`config.mk`:
```
export PLATFORM = sky130hd
export DESIGN_NAME = scfifolut_flat
export DESIGN_NICKNAME = d
export VERILOG_FILES = /design/src/rtl/scfifolut_if.sv /design/src/rtl/scfifolut.sv /design/src/flat_wrapper.sv
export SDC_FILE = /design/constraint.sdc
export NUM_CORES = 1
export LEC_CHECK = 0
export ABC_AREA = 0
export CAP_MARGIN = 20
export CELL_PAD_IN_SITES_DETAIL_PLACEMENT = 2
export CELL_PAD_IN_SITES_GLOBAL_PLACEMENT = 2
export CORE_MARGIN = 2
export CORE_UTILIZATION = 26
export DETAILED_ROUTE_END_ITERATION = 8
export GPL_TIMING_DRIVEN = 0
export PLACE_DENSITY = 0.52
export SYNTH_ARGS = -nofsm -noshare
export SYNTH_HDL_FRONTEND = slang
export SYNTH_SLANG_ARGS = --single-unit
export TNS_END_PERCENT = 30
```
`constraint.sdc`:
```
create_clock -name clk -period 6.43 [get_ports clk]
set_clock_uncertainty 0.15 [all_clocks]
set_input_delay 0.643 -clock clk [delete_from_list [all_inputs] [get_ports clk]]
set_output_delay 0.643 -clock clk [all_outputs]
set_load 0.02 [all_outputs]
```
`src/rtl/scfifolut_if.sv`:
```
// scfifolut_if: bundles the FIFO's control, data and status signals.
//   master modport: the FIFO user (drives clr/wen/wdata/ren, observes status).
//   slave modport : the FIFO itself (observes requests, drives data/status).
// Signals: clr, wen, wdata, ren (requests); wfull, almost_full, rdata, rempty,
//          almost_empty, level, overflow, underflow (data/status).
interface scfifolut_if #(
   parameter int unsigned LOG2_FIFO_DEPTH = 3,
   parameter int unsigned FIFO_WIDTH      = 8
);
   logic                       clr;
   logic                       wen;
   logic [FIFO_WIDTH-1:0]      wdata;
   logic                       wfull;
   logic                       almost_full;
   logic                       ren;
   logic [FIFO_WIDTH-1:0]      rdata;
   logic                       rempty;
   logic                       almost_empty;
   logic [LOG2_FIFO_DEPTH:0]   level;
   logic                       overflow;
   logic                       underflow;

   modport master (
      output clr, wen, wdata, ren,
      input  wfull, almost_full, rdata, rempty, almost_empty, level, overflow, underflow
   );

   modport slave (
      input  clr, wen, wdata, ren,
      output wfull, almost_full, rdata, rempty, almost_empty, level, overflow, underflow
   );
endinterface

```
`src/rtl/scfifolut.sv`:
```
// scfifolut: single-clock FIFO on distributed (LUT) memory.
//   clk    : clock, rising edge
//   arst_n : asynchronous active-low reset
//   bus    : scfifolut_if.slave (clr/wen/wdata/ren in; rdata and status out)
// Status: wfull, almost_full (level >= AFULL_THRESH), rempty,
//         almost_empty (level <= AEMPTY_THRESH), level, sticky overflow/underflow.
// Optional build macro SCFIFOLUT_FWFT_EN selects first-word-fall-through reads
// through an output prefetch register; without it rdata is registered with a
// one-cycle read latency.
module scfifolut #(
   parameter int unsigned LOG2_FIFO_DEPTH = 3,
   parameter int unsigned FIFO_WIDTH      = 8,
   parameter int unsigned AFULL_THRESH    = 6,
   parameter int unsigned AEMPTY_THRESH   = 1
) (
   input logic        clk,
   input logic        arst_n,
   scfifolut_if.slave bus
);
   localparam int unsigned DEPTH = 1 << LOG2_FIFO_DEPTH;

   typedef logic [LOG2_FIFO_DEPTH:0]   lvl_t;
   typedef logic [LOG2_FIFO_DEPTH-1:0] ptr_t;

   localparam lvl_t LvlFull   = lvl_t'(DEPTH);
   localparam lvl_t LvlAfull  = lvl_t'(AFULL_THRESH);
   localparam lvl_t LvlAempty = lvl_t'(AEMPTY_THRESH);

   logic [FIFO_WIDTH-1:0] mem_q [DEPTH];
   ptr_t                  wptr_q, rptr_q;
   lvl_t                  level_q, level_d;
   logic [FIFO_WIDTH-1:0] rdata_q;
   logic                  overflow_q, underflow_q;
   logic                  full, empty, push, pop;

`ifdef SCFIFOLUT_FWFT_EN
   logic pf_valid_q, pf_valid_d;
   lvl_t mem_cnt;
   logic pf_load;

   // level includes the prefetch word; memory holds the remainder.
   assign mem_cnt = level_q - lvl_t'(pf_valid_q);
   assign empty   = ~pf_valid_q;
   // Refill the head register whenever it is vacant or being consumed.
   assign pf_load = (mem_cnt != '0) && (!pf_valid_q || pop);

   always_comb begin
      pf_valid_d = pf_valid_q;
      if (pf_load) begin
         pf_valid_d = 1'b1;
      end else if (pop) begin
         pf_valid_d = 1'b0;
      end
   end
`else
   assign empty = (level_q == '0);
`endif

   assign full = (level_q == LvlFull);
   // clr swallows same-cycle requests, so they neither move state nor set errors.
   assign push = bus.wen & ~full & ~bus.clr;
   assign pop  = bus.ren & ~empty & ~bus.clr;

   always_comb begin
      level_d = level_q + lvl_t'(push) - lvl_t'(pop);
   end

   always_ff @(posedge clk or negedge arst_n) begin
      if (!arst_n) begin
         wptr_q      <= '0;
         rptr_q      <= '0;
         level_q     <= '0;
         rdata_q     <= '0;
         overflow_q  <= 1'b0;
         underflow_q <= 1'b0;
`ifdef SCFIFOLUT_FWFT_EN
         pf_valid_q  <= 1'b0;
`endif
      end else if (bus.clr) begin
         wptr_q      <= '0;
         rptr_q      <= '0;
         level_q     <= '0;
         rdata_q     <= '0;
         overflow_q  <= 1'b0;
         underflow_q <= 1'b0;
`ifdef SCFIFOLUT_FWFT_EN
         pf_valid_q  <= 1'b0;
`endif
      end else begin
         level_q <= level_d;
         if (push) begin
            wptr_q <= wptr_q + 1'b1;
         end
         if (bus.wen && full) begin
            overflow_q <= 1'b1;
         end
         if (bus.ren && empty) begin
            underflow_q <= 1'b1;
         end
`ifdef SCFIFOLUT_FWFT_EN
         pf_valid_q <= pf_valid_d;
         if (pf_load) begin
            rdata_q <= mem_q[rptr_q];
            rptr_q  <= rptr_q + 1'b1;
         end
`else
         if (pop) begin
            rdata_q <= mem_q[rptr_q];
            rptr_q  <= rptr_q + 1'b1;
         end
`endif
      end
   end

   // Storage is not reset so it maps onto LUT RAM.
   always_ff @(posedge clk) begin
      if (push) begin
         mem_q[wptr_q] <= bus.wdata;
      end
   end

   assign bus.wfull        = full;
   assign bus.almost_full  = (level_q >= LvlAfull);
   assign bus.rempty       = empty;
   assign bus.almost_empty = (level_q <= LvlAempty);
   assign bus.level        = level_q;
   assign bus.rdata        = rdata_q;
   assign bus.overflow     = overflow_q;
   assign bus.underflow    = underflow_q;
endmodule

```
`src/flat_wrapper.sv`:
```
// flat-port wrapper written by rule: the top's interface ports become plain ports
module scfifolut_flat 
#(
   parameter int unsigned LOG2_FIFO_DEPTH = 3,
   parameter int unsigned FIFO_WIDTH      = 8,
   parameter int unsigned AFULL_THRESH    = 6,
   parameter int unsigned AEMPTY_THRESH   = 1
)
  (clk, arst_n, bus_clr, bus_wen, bus_wdata, bus_ren, bus_wfull, bus_almost_full, bus_rdata, bus_rempty, bus_almost_empty, bus_level, bus_overflow, bus_underflow);
  scfifolut_if #(.LOG2_FIFO_DEPTH(LOG2_FIFO_DEPTH), .FIFO_WIDTH(FIFO_WIDTH)) bus_i ();
  input logic clk;
  input logic arst_n;
  input wire logic [$bits(bus_i.clr)-1:0] bus_clr;
  input wire logic [$bits(bus_i.wen)-1:0] bus_wen;
  input wire logic [$bits(bus_i.wdata)-1:0] bus_wdata;
  input wire logic [$bits(bus_i.ren)-1:0] bus_ren;
  output wire logic [$bits(bus_i.wfull)-1:0] bus_wfull;
  output wire logic [$bits(bus_i.almost_full)-1:0] bus_almost_full;
  output wire logic [$bits(bus_i.rdata)-1:0] bus_rdata;
  output wire logic [$bits(bus_i.rempty)-1:0] bus_rempty;
  output wire logic [$bits(bus_i.almost_empty)-1:0] bus_almost_empty;
  output wire logic [$bits(bus_i.level)-1:0] bus_level;
  output wire logic [$bits(bus_i.overflow)-1:0] bus_overflow;
  output wire logic [$bits(bus_i.underflow)-1:0] bus_underflow;
  assign bus_i.clr = bus_clr;
  assign bus_i.wen = bus_wen;
  assign bus_i.wdata = bus_wdata;
  assign bus_i.ren = bus_ren;
  assign bus_wfull = bus_i.wfull;
  assign bus_almost_full = bus_i.almost_full;
  assign bus_rdata = bus_i.rdata;
  assign bus_rempty = bus_i.rempty;
  assign bus_almost_empty = bus_i.almost_empty;
  assign bus_level = bus_i.level;
  assign bus_overflow = bus_i.overflow;
  assign bus_underflow = bus_i.underflow;
  scfifolut #(.LOG2_FIFO_DEPTH(LOG2_FIFO_DEPTH), .FIFO_WIDTH(FIFO_WIDTH), .AFULL_THRESH(AFULL_THRESH), .AEMPTY_THRESH(AEMPTY_THRESH)) u_core (.clk(clk), .arst_n(arst_n), .bus(bus_i));
endmodule
```
==> results, run 1 <==
- Static timing analysis puts the maximum clock frequency at 322 MHz.
- The portion of the post-synthesis area used by sequential elements is 0.686.
- The final weighted congestion of routability-driven global placement is 0.652.
- The half-perimeter wire length after placement is 5460 µm.
- At the later pin of the worst-skew pair, clock insertion delay measures 340 ps.
- The highest net fanout along the worst path is 4.
- The longest clock path from root to sink contains 2 buffers.
- The leakage power is roughly 1.6 nW.
- The floorplan step set the die width to 121 µm.
- In this run the standard cell core region covers 0.0132 mm².
- The violation count after the first detailed-routing iteration is 72.
- For this run, design rule violations remaining after detail routing come to 0.
- Clock-pin slew was measured on the worst setup and hold paths at 70 ps.
- Setup repair after global routing left no endpoint under its margin.
- The required time at the worst-slack endpoint is 5640 ps.
- The kind of capture point of the worst setup path is an output port.
- The library cells used most frequently in the layout, excluding fill and tap cells, are 64 x edfxtp_1, 30 x clkdlybuf4s50_1, 23 x nor2_1.
- After global routing the overflow that remains totals 0.
- The cell count of the worst reg-to-reg path is 13.
- The net count of the mapped netlist is between 200 and 250.
- The end of the worst register-to-register path is u_core.bus.level[2].
- The number of nets with antenna violations after detailed routing is 0.
- The cell sitting at the root of the clock tree is a clkbuf_16.
- Entering global routing, the biggest net connects 21 pins.
- Of the cells placed in the final design, the portion with a size suffix greater than 1 is 0.221.
- The total die area is 0.0145 mm².
- The final routed wirelength across all metal layers is 7980 µm.
- After detailed routing, the average wire length per cell comes to 17.8 µm.
- For flop-to-flop paths, the worst setup slack is 3410 ps.
- The number of gates resized after CTS was 0.
- The worst IR drop on VDD is around 0.13 mV.
- The count of warnings emitted by yosys is 0.
- The transition time at the pin with the least slew margin is approximately 900 ps.
- In this run, synthesis produced a sequential element count of 84.
- The hold violation total from the final report is 0.
- In this run, distinct cell masters in the synthesized netlist total 30.
- The first global-routing pass estimated 12,700 µm of wire.
- The CTS tree is built.
- Once the clock tree was built, the setup fixing pass inserted 0 buffers.
- The most common cell after layout, fill and taps aside is edfxtp_1.
- The routed layout has slightly below 2,000 vias.
- The worst setup path is launched from a flop.
- The total routing resource utilization after global routing is 0.120.
- By startpoint and endpoint, the worst setup path is classified as flop to output port.
- The number of buffers inserted for hold repair after clock tree synthesis is 0.
- The number of antenna diodes in the final layout is 0.
- The max-capacitance violation count is 0.
- Using the TritonRoute via totals, the vias-per-cell ratio works out to 4.41.
- The die height is 121 µm.
- Setup slack closes at 3320 ps.
- The area growth from synthesis to layout is 25.0%.
- Input and output buffers added on the ports amount to 30.
- On the final layout, the worst hold slack is 341 ps.
- The initial utilization of the core area, before any placement, comes to 0.267.
- The filler cells instantiated in the layout total ~1,400.
- Summing all placed instances gives a cell area of 0.00407 mm².
- After routing, the total negative slack on setup checks comes to 0 ps.
- The post-route standard cell area excluding fillers is 0.00442 mm².
- For this run, the detailed router's first-pass iteration total came to 4.
- The first element of the critical path is u_core.bus.level[2].
- In the finished design, the share of the clock period the worst path needs comes to 0.483.
- The worst endpoint data arrival time is about 2300 ps.
- The via count of the first global-routing pass is ~2,200.
- The H-tree was split into 3 levels.
- The launch instance of the worst register-to-register path is u_core.bus.level[2].
- The number of pins exceeding their max-slew limit in the final report is 0.
- The number of buffers inserted during clock tree synthesis is 9.
- The worst slew slack as a fraction of its limit is 0.413.
- The number of antenna violations at the first check in global routing is 0.
- Following the worst setup path forward leads to its endpoint at bus_wfull.
- The flow ran to the end, and the final reports show no timing, DRC or antenna violations.
- Counting I/O delays and the setup requirement, the final critical path takes 3110 ps.
- Synthesis produced a netlist whose cell count is 223.
- The worst min-delay path class is flop to flop.
- The count of final setup violators is 0.
- The post-synthesis instance area is 0.00353 mm².
- 31 I/O pins were placed.
- Clock tree synthesis found a total of 84 sinks.
- The power density of the placed cells is approximately 400 mW/mm².
- The total number of nets in the final design is 290.
- The mean area per synthesized cell is 15.8 µm².
- Timing analysis after detailed placement gives a worst setup slack of 3330 ps.
- The number of rows in the core area is 42.
[flip-flops by register name, summed over array words and instances (netlist names)]
name                  flops
u_core.bus.level          4
u_core.bus.overflow       1
u_core.bus.rdata          8
u_core.bus.underflow      1
u_core.mem_q             64
u_core.rptr_q             3
u_core.wptr_q             3
[cells by family after synthesis]
family | share of synthesized area
simple gates | 0.0730
buf+inv | 0.0262
xor+xnor | 0.0149
compound gates | 0.0570
flops | 0.686
mux | 0.102
fa+ha+maj | 0.0411
[per-stage QoR]
stage | utilization | power (W) | std cells
finish | 0.333 | 0.00177 | 447
global route | 0.333 | 0.00187 | 447
CTS | 0.332 | 0.00180 | 446
detailed placement | 0.307 | 0.00123 | 430
global placement | 0.306 | 0.00122 | 429
floorplan | - | 0.00103 | 223
[routing by layer]
layer  up-vias  global-route usage  wire length, µm
li1        912                   -                -
met1      1022               0.163             3820
met2        27               0.190             3800
met3        12              0.0160              168
met4         0              0.0589              184
met5         -                   0                0
[synthesized netlist by cell type]
library cell,instances,area (µm²)
edfxtp_1,64,1920
nor2_1,23,86.3
dfrtp_1,20,500
mux2_2,16,180
nand2_1,16,60.1
ha_1,10,125
inv_1,9,33.8
mux4_2,8,180
o22ai_1,8,50.1
o31ai_2,8,100
a21oi_1,7,35.0
nand2b_1,4,25.0
nand3_1,4,20.0
xor2_1,4,35.0
buf_6,3,33.8
clkbuf_1,2,7.51
nor2b_1,2,12.5
nor3_1,2,10.0
xnor2_1,2,17.5
a21o_1,1,7.51
a21oi_2,1,8.76
buf_2,1,5.00
buf_4,1,7.51
clkbuf_2,1,5.00
fa_1,1,20.0
nand2_4,1,11.3
or2_1,1,6.26
or3_1,1,6.26
or3b_2,1,8.76
or3b_4,1,11.3
[report_power, final]
part	internal [W]	switching [W]
sequential	0.000635	0.0000347
combinational	0.000258	0.000277
clock	0.000345	0.000222
total	0.00124	0.000533
[critical path, cell delays in order, from the launching register on]
cell             delay (ps)
dfrtp_1                 400
inv_1                   150
ha_1                    180
or3b_2                  500
inv_1                   140
clkdlybuf4s50_1         610
[worst min-delay path by stage]
| stage | endpoint | start | slack, ps | cells past startpoint |
|---|---|---|---|---|
| finish | u_core.bus.rdata[7] | u_core.bus.rdata[7] | 340 | 2 |
| floorplan | u_core.bus.level[0] | arst_n | 200 | 0 |
| global placement | u_core.bus.underflow | u_core.bus.underflow | 320 | 2 |
| global route | u_core.wptr_q[0] | arst_n | 380 | 1 |
| detailed placement | u_core.bus.rdata[7] | u_core.bus.rdata[7] | 340 | 2 |
| CTS | u_core.bus.rdata[7] | u_core.bus.rdata[7] | 350 | 2 |
[layout make-up]
class                      count  area (µm²)  share of cell area
inverter                       9        33.8             0.00765
timing repair buffer          32         333              0.0754
tap                          176         220              0.0499
clock inverter                 6        96.3              0.0218
multi-input combinational    122        1020               0.232
clock buffer                  10         229              0.0519
sequential                    84        2420               0.549
buffer                         8        58.8              0.0133
Note: power is estimated with default switching activity, not from simulation.
==> run 2, diff against run 1 <==
clock period = 2.9 ns   (was 6.43 ns; I/O delays follow)
==> results, run 2 (same netlist as run 1, synthesis figures left out) <==
- The run finished with clean final reports.
- The final layout contains 294 nets.
- The number of buffers inserted during clock tree synthesis is 9.
- The via count of the first global-routing pass is 2,156.
- The die is 121 µm tall.
- The worst IR drop on VDD is 0.280 mV.
- The clock period could shrink to ~2700 ps.
- Summed over all cells, the static leakage comes to 1.59 nW.
- The total routing resource utilization after global routing is 0.121.
- The kind of capture point of the worst setup path is a flop.
- Setup repair after global routing left no endpoint under its margin.
- The max-capacitance violation count is 0.
- The CTS tree is built.
- The violation count after the first detailed-routing iteration is between 70 and 80.
- Entering global routing, the biggest net connects 21 pins.
- The hold violation total from the final report was 0.
- The share of final-layout standard cells stronger than drive strength 1 is 0.255.
- STA puts the critical path data arrival time at 2810 ps.
- The first global-routing pass estimated 12,700 µm of wire.
- Based on the critical path, the design can be clocked at up to around 360 MHz.
- At the pin with the least slew margin, the transition time is 877 ps.
- From synthesis to final layout, the design area changed by 26.5%.
- The initial utilization of the core area, before any placement, comes to 0.267.
- After global routing the overflow that remains totals 0.
- The register with the most flip-flops in the final layout is u_core.mem_q.
- The via density per instance is 4.42.
- 31 I/O pins were placed.
- The congestion estimate from routability-driven global placement came to 0.652.
- After clock tree synthesis, the clock-pin slew on the worst setup and hold paths is 60 ps.
- On the final layout, the worst hold slack is approximately 23 ps.
- The final-layout fill cell count is 1,364.
- The highest net fanout along the worst path is 4.
- After floorplanning, the core was divided into 42 placement rows.
- The repair_antennas step left the layout with diodes totalling 0.
- The number of flip-flops under the largest register name is 64.
- The worst slack at placement is -169 ps.
- The post-layout utilization of the core is 0.337.
- The clock tree synthesis step divided the H-tree into 3 levels.
- Across the whole layout, storage elements account for between 0.002 and 0.0025 mm².
- After layout, the worst setup slack is approximately 160 ps.
- Once detailed placement completed, the half-perimeter wirelength came to 5460 µm.
- The number of nets with antenna violations after detailed routing is 0.
- In this run the horizontal extent of the chip is 121 µm.
- The multi-input combinational cells in the finished layout cover a total of around 0.0010 mm².
- After detailed routing, the number of remaining DRC violations is 0.
- Buffers placed on the I/O ports in this run total 30.
- The count of final setup violators is 0.
- The worst slew slack as a fraction of its limit is 0.413.
- The final worst-path cycle share is 0.946.
- The root buffer cell is clkbuf_16.
- The power density of the placed cells is 894 mW/mm².
- The worst setup path is of the flop to flop kind.
- Overall power consumption after layout is estimated at 0.00399 W.
- The buffer levels on the longest clock path is 2.
- The placement-stage cell area is 0.00407 mm².
- In the layout the commonest cells are 64 x edfxtp_1, 30 x clkdlybuf4s50_1, 23 x nor2_1.
- Buffers inserted to repair hold after CTS numbered 0.
- After floorplanning, the core was sized to cover 0.0132 mm².
- The clock reaches the later pin of the worst-skew pair after 330 ps.
- Data on the critical path is required at its endpoint by 2970 ps.
- Dividing the detail-routed wire length by the instance count gives roughly 18 µm.
- The post-route standard cell area excluding fillers is 0.00447 mm².
- The total die area is 0.0145 mm².
- The number of pins exceeding their max-slew limit in the final report came to 0.
- The total clock sinks is 84.
- The final routed wirelength across all metal layers is 8070 µm.
- The kind of start point of the critical path is a flop.
- Before antenna repair, the detailed router went through 4 iterations.
- The worst min-delay path class is input port to asynchronous set/reset pin.
- The via count of the routed design is 1,993.
- The library cell used most frequently in the layout, excluding fill and tap cells, is edfxtp_1.
- The number of antenna violations at the first check in global routing is 0.
## run 2: cell types whose count changed in the layout (fill, tap and decap cells not counted), sizes merged
cell  before  now
buf        6   10
## run 2: worst max-delay path, cell delays in order, from the launching register on
cell	delay [ps]
dfrtp_1	410
inv_2	130
ha_4	150
or3b_4	390
nand2_4	90
or2_1	110
buf_6	100
inv_1	30
ha_1	260
inv_1	60
ha_2	190
fa_2	420
nor2b_1	130
## run 2: where the power goes
group          switching (W)  internal [W]
sequential         0.0000763       0.00141
clock               0.000491      0.000766
combinational       0.000636      0.000617
total                0.00120       0.00279
## run 2: cell type report
type	instances	share of cell area
Sequential cell	84	0.542
Timing Repair Buffer	36	0.0812
Tap cell	176	0.0493
Buffer	8	0.0132
Clock buffer	10	0.0513
Clock inverter	6	0.0216
Inverter	9	0.00756
Multi-Input combinational cell	122	0.234
## run 2: routing by layer
layer,GRT usage,up-vias,routed length (µm)
li1,-,921,-
met1,0.165,1032,3880
met2,0.190,28,3850
met3,0.0160,12,158
met4,0.0589,0,184
met5,0,-,0
## run 2: what timing repair did
action                                  CTS  global route
buffers inserted                          2             2
gates cloned                              0             0
endpoints found under the setup margin    3             3
resized for setup                         2             5
## run 2: through the flow
step	setup TNS [ps]	cells
2_1_floorplan	0	223
3_3_place_gp	-3220	429
3_5_place_dp	-380	430
4_1_cts	0	448
5_1_grt	0	451
6_report	0	451
## run 2: worst paths after layout
path / start / to / depth (start not counted) / slack (ps)
setup / recovery: u_core.bus.level[2] / u_core.bus.level[1] / 12 / 160
hold / removal: arst_n / u_core.wptr_q[0] / 1 / 20
setup reg to reg: u_core.bus.level[2] / u_core.bus.level[1] / 12 / 160
hold reg to reg: u_core.bus.rdata[7] / u_core.bus.rdata[7] / 2 / 340
max in group asynchronous: arst_n / u_core.rptr_q[2] / 2 / 2170
min in group clk: u_core.bus.rdata[7] / u_core.bus.rdata[7] / 2 / 340
